### src/rtl/minterm_lut_sweep_if.sv
// Bus interface for minterm_lut_sweep: mask writes, single evaluations and
// sweep result stream. The don't-care signals exist only when
// MINTERM_LUT_DC_EN is defined.
interface minterm_lut_sweep_if #(
  parameter int N = 4
);
  logic         cfg_we;
  logic [N-1:0] cfg_addr;
  logic         cfg_data;
  logic         in_valid;
  logic [N-1:0] in_x;
  logic         out_valid;
  logic         out_y;
  logic         sweep_start;
  logic         busy;
  logic         sweep_valid;
  logic [N-1:0] sweep_x;
  logic         sweep_y;
  logic         done;
  logic [N:0]   ones_count;
`ifdef MINTERM_LUT_DC_EN
  logic         cfg_dc;
  logic         sweep_dc;
  logic [N:0]   dc_count;
`endif

  modport master (
`ifdef MINTERM_LUT_DC_EN
    output cfg_dc,
    input  sweep_dc, dc_count,
`endif
    output cfg_we, cfg_addr, cfg_data, in_valid, in_x, sweep_start,
    input  out_valid, out_y, busy, sweep_valid, sweep_x, sweep_y, done,
           ones_count
  );

  modport slave (
`ifdef MINTERM_LUT_DC_EN
    input  cfg_dc,
    output sweep_dc, dc_count,
`endif
    input  cfg_we, cfg_addr, cfg_data, in_valid, in_x, sweep_start,
    output out_valid, out_y, busy, sweep_valid, sweep_x, sweep_y, done,
           ones_count
  );
endinterface

### src/rtl/minterm_lut_sweep.sv
// minterm_lut_sweep: programmable N-input sum-of-minterms evaluator with a
// registered single-evaluation path and an exhaustive sweep engine that
// streams every input vector's result and counts true minterms.
// Optional don't-care support is enabled by defining MINTERM_LUT_DC_EN.
module minterm_lut_sweep #(
  parameter int                N         = 4,
  parameter logic [(1<<N)-1:0] INIT_MASK = 16'h001E
) (
  input logic             clk,
  input logic             rst_n,
  minterm_lut_sweep_if.slave bus
);

  localparam int M = 1 << N;

  localparam logic [1:0] S_IDLE  = 2'd0;
  localparam logic [1:0] S_SWEEP = 2'd1;
  localparam logic [1:0] S_DONE  = 2'd2;

  logic [1:0]   state_q,       state_d;
  logic [M-1:0] mask_q,        mask_d;
  logic [N-1:0] idx_q,         idx_d;
  logic         out_valid_q,   out_valid_d;
  logic         out_y_q,       out_y_d;
  logic         sweep_valid_q, sweep_valid_d;
  logic [N-1:0] sweep_x_q,     sweep_x_d;
  logic         sweep_y_q,     sweep_y_d;
  logic         done_q,        done_d;
  logic [N:0]   ones_count_q,  ones_count_d;
`ifdef MINTERM_LUT_DC_EN
  logic [M-1:0] dc_q,          dc_d;
  logic         sweep_dc_q,    sweep_dc_d;
  logic [N:0]   dc_count_q,    dc_count_d;
  logic         sweep_dc_bit;
`endif

  logic eval_bit;
  logic sweep_bit;

  // Function value for the requested vector and for the current sweep index
  always_comb begin
`ifdef MINTERM_LUT_DC_EN
    eval_bit     = mask_q[bus.in_x] & ~dc_q[bus.in_x];
    sweep_bit    = mask_q[idx_q] & ~dc_q[idx_q];
    sweep_dc_bit = dc_q[idx_q];
`else
    eval_bit     = mask_q[bus.in_x];
    sweep_bit    = mask_q[idx_q];
`endif
  end

  // Next-state logic: IDLE services evaluations/writes/start, SWEEP streams
  always_comb begin
    state_d       = state_q;
    mask_d        = mask_q;
    idx_d         = idx_q;
    out_valid_d   = 1'b0;
    out_y_d       = out_y_q;
    sweep_valid_d = 1'b0;
    sweep_x_d     = sweep_x_q;
    sweep_y_d     = sweep_y_q;
    done_d        = 1'b0;
    ones_count_d  = ones_count_q;
`ifdef MINTERM_LUT_DC_EN
    dc_d          = dc_q;
    sweep_dc_d    = sweep_dc_q;
    dc_count_d    = dc_count_q;
`endif
    case (state_q)
      S_IDLE: begin
        // evaluation reads the pre-write mask, so a same-cycle write to the
        // same address returns the old bit
        if (bus.in_valid) begin
          out_valid_d = 1'b1;
          out_y_d     = eval_bit;
        end
        if (bus.cfg_we) begin
          mask_d[bus.cfg_addr] = bus.cfg_data;
`ifdef MINTERM_LUT_DC_EN
          dc_d[bus.cfg_addr]   = bus.cfg_dc;
`endif
        end
        if (bus.sweep_start) begin
          state_d      = S_SWEEP;
          idx_d        = '0;
          ones_count_d = '0;
`ifdef MINTERM_LUT_DC_EN
          dc_count_d   = '0;
`endif
        end
      end
      S_SWEEP: begin
        sweep_valid_d = 1'b1;
        sweep_x_d     = idx_q;
        sweep_y_d     = sweep_bit;
        ones_count_d  = ones_count_q + {{N{1'b0}}, sweep_bit};
`ifdef MINTERM_LUT_DC_EN
        sweep_dc_d    = sweep_dc_bit;
        dc_count_d    = dc_count_q + {{N{1'b0}}, sweep_dc_bit};
`endif
        idx_d         = idx_q + N'(1);
        if (idx_q == '1) state_d = S_DONE;
      end
      S_DONE: begin
        done_d  = 1'b1;
        state_d = S_IDLE;
      end
      default: state_d = S_IDLE;
    endcase
  end

  // State and output registers, asynchronously cleared (mask back to INIT_MASK)
  always_ff @(posedge clk or negedge rst_n) begin
    if (!rst_n) begin
      state_q       <= S_IDLE;
      mask_q        <= INIT_MASK;
      idx_q         <= '0;
      out_valid_q   <= 1'b0;
      out_y_q       <= 1'b0;
      sweep_valid_q <= 1'b0;
      sweep_x_q     <= '0;
      sweep_y_q     <= 1'b0;
      done_q        <= 1'b0;
      ones_count_q  <= '0;
`ifdef MINTERM_LUT_DC_EN
      dc_q          <= '0;
      sweep_dc_q    <= 1'b0;
      dc_count_q    <= '0;
`endif
    end else begin
      state_q       <= state_d;
      mask_q        <= mask_d;
      idx_q         <= idx_d;
      out_valid_q   <= out_valid_d;
      out_y_q       <= out_y_d;
      sweep_valid_q <= sweep_valid_d;
      sweep_x_q     <= sweep_x_d;
      sweep_y_q     <= sweep_y_d;
      done_q        <= done_d;
      ones_count_q  <= ones_count_d;
`ifdef MINTERM_LUT_DC_EN
      dc_q          <= dc_d;
      sweep_dc_q    <= sweep_dc_d;
      dc_count_q    <= dc_count_d;
`endif
    end
  end

  assign bus.out_valid   = out_valid_q;
  assign bus.out_y       = out_y_q;
  assign bus.busy        = (state_q != S_IDLE);
  assign bus.sweep_valid = sweep_valid_q;
  assign bus.sweep_x     = sweep_x_q;
  assign bus.sweep_y     = sweep_y_q;
  assign bus.done        = done_q;
  assign bus.ones_count  = ones_count_q;
`ifdef MINTERM_LUT_DC_EN
  assign bus.sweep_dc    = sweep_dc_q;
  assign bus.dc_count    = dc_count_q;
`endif

endmodule

### src/flat_wrapper.sv
// flat-port wrapper written by rule: the top's interface ports become plain ports
module minterm_lut_sweep_flat 
#(
  parameter int                N         = 4,
  parameter logic [(1<<N)-1:0] INIT_MASK = 16'h001E
)
  (clk, rst_n, bus_cfg_we, bus_cfg_addr, bus_cfg_data, bus_in_valid, bus_in_x, bus_sweep_start, bus_out_valid, bus_out_y, bus_busy, bus_sweep_valid, bus_sweep_x, bus_sweep_y, bus_done, bus_ones_count);
  minterm_lut_sweep_if #(.N(N)) bus_i ();
  input logic clk;
  input logic rst_n;
  input wire logic [$bits(bus_i.cfg_we)-1:0] bus_cfg_we;
  input wire logic [$bits(bus_i.cfg_addr)-1:0] bus_cfg_addr;
  input wire logic [$bits(bus_i.cfg_data)-1:0] bus_cfg_data;
  input wire logic [$bits(bus_i.in_valid)-1:0] bus_in_valid;
  input wire logic [$bits(bus_i.in_x)-1:0] bus_in_x;
  input wire logic [$bits(bus_i.sweep_start)-1:0] bus_sweep_start;
  output wire logic [$bits(bus_i.out_valid)-1:0] bus_out_valid;
  output wire logic [$bits(bus_i.out_y)-1:0] bus_out_y;
  output wire logic [$bits(bus_i.busy)-1:0] bus_busy;
  output wire logic [$bits(bus_i.sweep_valid)-1:0] bus_sweep_valid;
  output wire logic [$bits(bus_i.sweep_x)-1:0] bus_sweep_x;
  output wire logic [$bits(bus_i.sweep_y)-1:0] bus_sweep_y;
  output wire logic [$bits(bus_i.done)-1:0] bus_done;
  output wire logic [$bits(bus_i.ones_count)-1:0] bus_ones_count;
  assign bus_i.cfg_we = bus_cfg_we;
  assign bus_i.cfg_addr = bus_cfg_addr;
  assign bus_i.cfg_data = bus_cfg_data;
  assign bus_i.in_valid = bus_in_valid;
  assign bus_i.in_x = bus_in_x;
  assign bus_i.sweep_start = bus_sweep_start;
  assign bus_out_valid = bus_i.out_valid;
  assign bus_out_y = bus_i.out_y;
  assign bus_busy = bus_i.busy;
  assign bus_sweep_valid = bus_i.sweep_valid;
  assign bus_sweep_x = bus_i.sweep_x;
  assign bus_sweep_y = bus_i.sweep_y;
  assign bus_done = bus_i.done;
  assign bus_ones_count = bus_i.ones_count;
  minterm_lut_sweep #(.N(N), .INIT_MASK(INIT_MASK)) u_core (.clk(clk), .rst_n(rst_n), .bus(bus_i));
endmodule
### config.mk
export PLATFORM = sky130hd
export DESIGN_NAME = minterm_lut_sweep_flat
export DESIGN_NICKNAME = d
export VERILOG_FILES = /design/src/rtl/minterm_lut_sweep_if.sv /design/src/rtl/minterm_lut_sweep.sv /design/src/flat_wrapper.sv
export SDC_FILE = /design/constraint.sdc
export NUM_CORES = 1
export LEC_CHECK = 0
export ABC_AREA = 1
export ABC_CLOCK_PERIOD_IN_PS = 3880
export CAP_MARGIN = 10
export CORE_MARGIN = 1.5
export CORE_UTILIZATION = 57
export CTS_BUF_LIST = sky130_fd_sc_hd__clkbuf_8 sky130_fd_sc_hd__clkbuf_16
export CTS_CLUSTER_DIAMETER = 30
export DETAILED_ROUTE_END_ITERATION = 10
export PLACE_DENSITY = 0.84
export SLEW_MARGIN = 20
export SYNTH_ARGS = -nofsm -noshare
export SYNTH_HDL_FRONTEND = slang
export SYNTH_SLANG_ARGS = --single-unit
### constraint.sdc
create_clock -name clk -period 3.88 [get_ports clk]
set_input_delay 1.164 -clock clk [delete_from_list [all_inputs] [get_ports clk]]
set_output_delay 1.164 -clock clk [all_outputs]
set_load 0.1 [all_outputs]
==> impl_metrics.yaml <==
setup_path:
  crit_path_start_kind: "register"
  path_buf_inv: 1
  crit_slowest_cell: "clkdlybuf4s50_1"
  slowest_delay_ns: 1.13
  crit_required_ns: 2.72
  critPathCaptureType: "output pin"
  crit_chain: "clkdlybuf4s50_1"
  r2r_slack_ns: 1.83
  cp_max_fo: 3
  worstPathArrival_ns: 1.79
  crit_family: "buffers and inverters"
  critPathKind: "register to output pin"
power:
  power.density_mw_per_mm2: 956
  p_leak_nw: 1.08
  ir_worst_vdd_mv: 0.473
finish:
  drive_gt1_frac: 0.109
  fin_util: 0.733
  nets: 281
  n_antenna_cell: 0
  layout_commonest_cell: "nand2_1"
  final_cell_mix: "nand2_1, dfrtp_1, nand3_1"
  areaGrowthSynthToFinish_pct: 20.5
clocking:
  cts.htree.levels: 2
  cts.sinks: 36
  clk_pin_slew_ns: 0.07
  cts_setup_buffers: 0
  cts_buffer_depth: 2
  cts.repair.resized: 0
  hold_buffers: 0
  numCtsBuffers: 5
  cts-root-buf: "clkbuf_8"
  cts_tree: "built"
  clk_latency_ns: 0.29
grt:
  grt_overflow: 0
  grt_pass1_wl_mm: 6.51
  antenna_found_initial: 0
  grt_start_max_net_pins: 37
  first_global_vias: 1423
  track_usage: 0.245
route:
  vias: 1686
  drtIter0Drc: 93
  vias_per_cell: 5.46
  wl_per_cell_um: 12.7
  drtPass1Iterations: 5
  totalWireLength_mm: 3.93
  postRouteAntennaNets: 0
  route.detailed.drc: 0
sta:
  finalSetupViolations: 0
  fin_worst_skew_ns: 0.00621
  rsz0062_at_grt: "no"
  slew-limit-headroom: 0.358
  tns_ns: 0
  slew_violations: 0
  worstMarginPinSlew_ns: 0.960
  post-route-min-period_ns: 2.95
  finalCritPeriodShare: 0.760
  max_freq_ghz: 0.339
  final_hold_viol_count: 0
floorplanning:
  rows: 20
  coreArea_sq_mm: 0.00308
  die-height_um: 60.3
  fp.dieArea_sq_mm: 0.00364
  fp.dieW_um: 60.3
  initial_core_util: 0.608
  io_pins: 29
placed_design:
  globalplace.congestion: 0.872
  io_buffers: 28
  place_hpwl_mm: 2.82
worst_hold_path:
  hold_class: "register to register"
synth:
  ys_seq_area_frac: 0.484
  syn_avg_cell_area_sq_um: 8.03
  yosysTopAreaCellShare: 0.428
  ys_seq_elements: 36
  yosysTopAreaCell: "dfrtp_1"
  syn_area_sq_mm: 0.00187
  postSynthNetCount: 250
  yosys_warnings: 0
  synthTopCellsByArea: "dfrtp_1, nand2_1, nand3_1"
  synth_cell_type_count: 23
  netlist_instances: 233
outcome:
  status: "finished, final reports clean"
flow_run:
  maxCapViolations: 0
==> power by group <==
group / internal [mW] / switching (mW)
sequential: 0.559 / 0.161
combinational: 0.331 / 0.856
clock: 0.121 / 0.128
total: 1.01 / 1.14
==> flip-flops by register name, summed over array words and instances, names as in the netlist <==
register,count
u_core.bus.out_valid,1
u_core.bus.sweep_valid,1
u_core.bus.ones_count,5
u_core.bus.done,1
u_core.mask_q,16
u_core.bus.sweep_y,1
u_core.state_q,2
u_core.bus.sweep_x,4
u_core.bus.out_y,1
u_core.idx_q,4
==> layout make-up <==
class / instances / area, sq um
Clock buffer: 5 / 68.8
Tap cell: 44 / 55.1
Sequential cell: 36 / 906
Timing Repair Buffer: 29 / 270
Fill cell: 248 / 823
Multi-Input combinational cell: 159 / 818
Clock inverter: 3 / 12.5
Inverter: 33 / 124
==> cell usage after synthesis <==
| cell | n |
|---|---|
| o22ai_1 | 1 |
| dfstp_2 | 4 |
| nor2_1 | 12 |
| nor3_4 | 4 |
| inv_2 | 5 |
| inv_1 | 28 |
| nand3_1 | 31 |
| mux2i_1 | 1 |
| nor3_1 | 1 |
| nand4_1 | 1 |
| a21oi_1 | 16 |
| o21ai_1 | 6 |
| o21bai_1 | 1 |
| nor2_4 | 1 |
| a31oi_1 | 16 |
| buf_2 | 4 |
| nand3b_1 | 1 |
| nand2_1 | 60 |
| dfrtp_1 | 32 |
| ha_1 | 3 |
| nand2_4 | 1 |
| o21ai_0 | 3 |
| clkbuf_1 | 1 |
==> per-stage QoR <==
stage | total power, mW | hold WS [ns] | instance area, sq um | instances | setup slack (ns)
floorplan | 1.64 | 0.477 | 1870 | 233 | 1.68
global placement | 1.88 | 0.459 | 2170 | 301 | 1.25
detailed placement | 1.91 | 0.465 | 2170 | 301 | 1.24
CTS | 2.16 | 0.478 | 2250 | 309 | 0.928
global route | 2.30 | 0.504 | 2250 | 309 | 0.876
finish | 2.16 | 0.473 | 2250 | 309 | 0.931
==> final timing paths <==
| path | depth (start not counted) | to | from |
|---|---|---|---|
| hold reg to reg | 1 | u_core.bus.ones_count[4] | u_core.bus.ones_count[4] |
| setup / recovery | 1 | bus_ones_count[4] | u_core.bus.ones_count[4] |
| min in group asynchronous | 2 | u_core.bus.ones_count[2] | rst_n |
| max in group asynchronous | 2 | u_core.mask_q[1] | rst_n |
| hold / removal | 1 | u_core.bus.ones_count[4] | u_core.bus.ones_count[4] |
| setup reg to reg | 13 | u_core.bus.ones_count[4] | u_core.idx_q[0] |
==> per-layer routing <==
metal | wire (um) | share of wire | global-route usage | vias up
met5 | 0 | 0 | 0 | -
met4 | 60 | 0.015 | 0.0952 | 0
met3 | 257 | 0.065 | 0.0390 | 7
met2 | 1800 | 0.46 | 0.366 | 77
met1 | 1810 | 0.46 | 0.358 | 768
li1 | - | - | - | 834
==> cell families after synthesis <==
group | count (synthesis) | synth area share
flip-flops | 36 | 0.484
AND/OR/NAND/NOR | 112 | 0.284
AO/OA/AOI/OAI | 43 | 0.128
multiplexers | 1 | 0.00535
buffers and inverters | 38 | 0.0789
adder cells (fa/ha/maj) | 3 | 0.0201
Note: power is estimated with default switching activity, not from simulation.
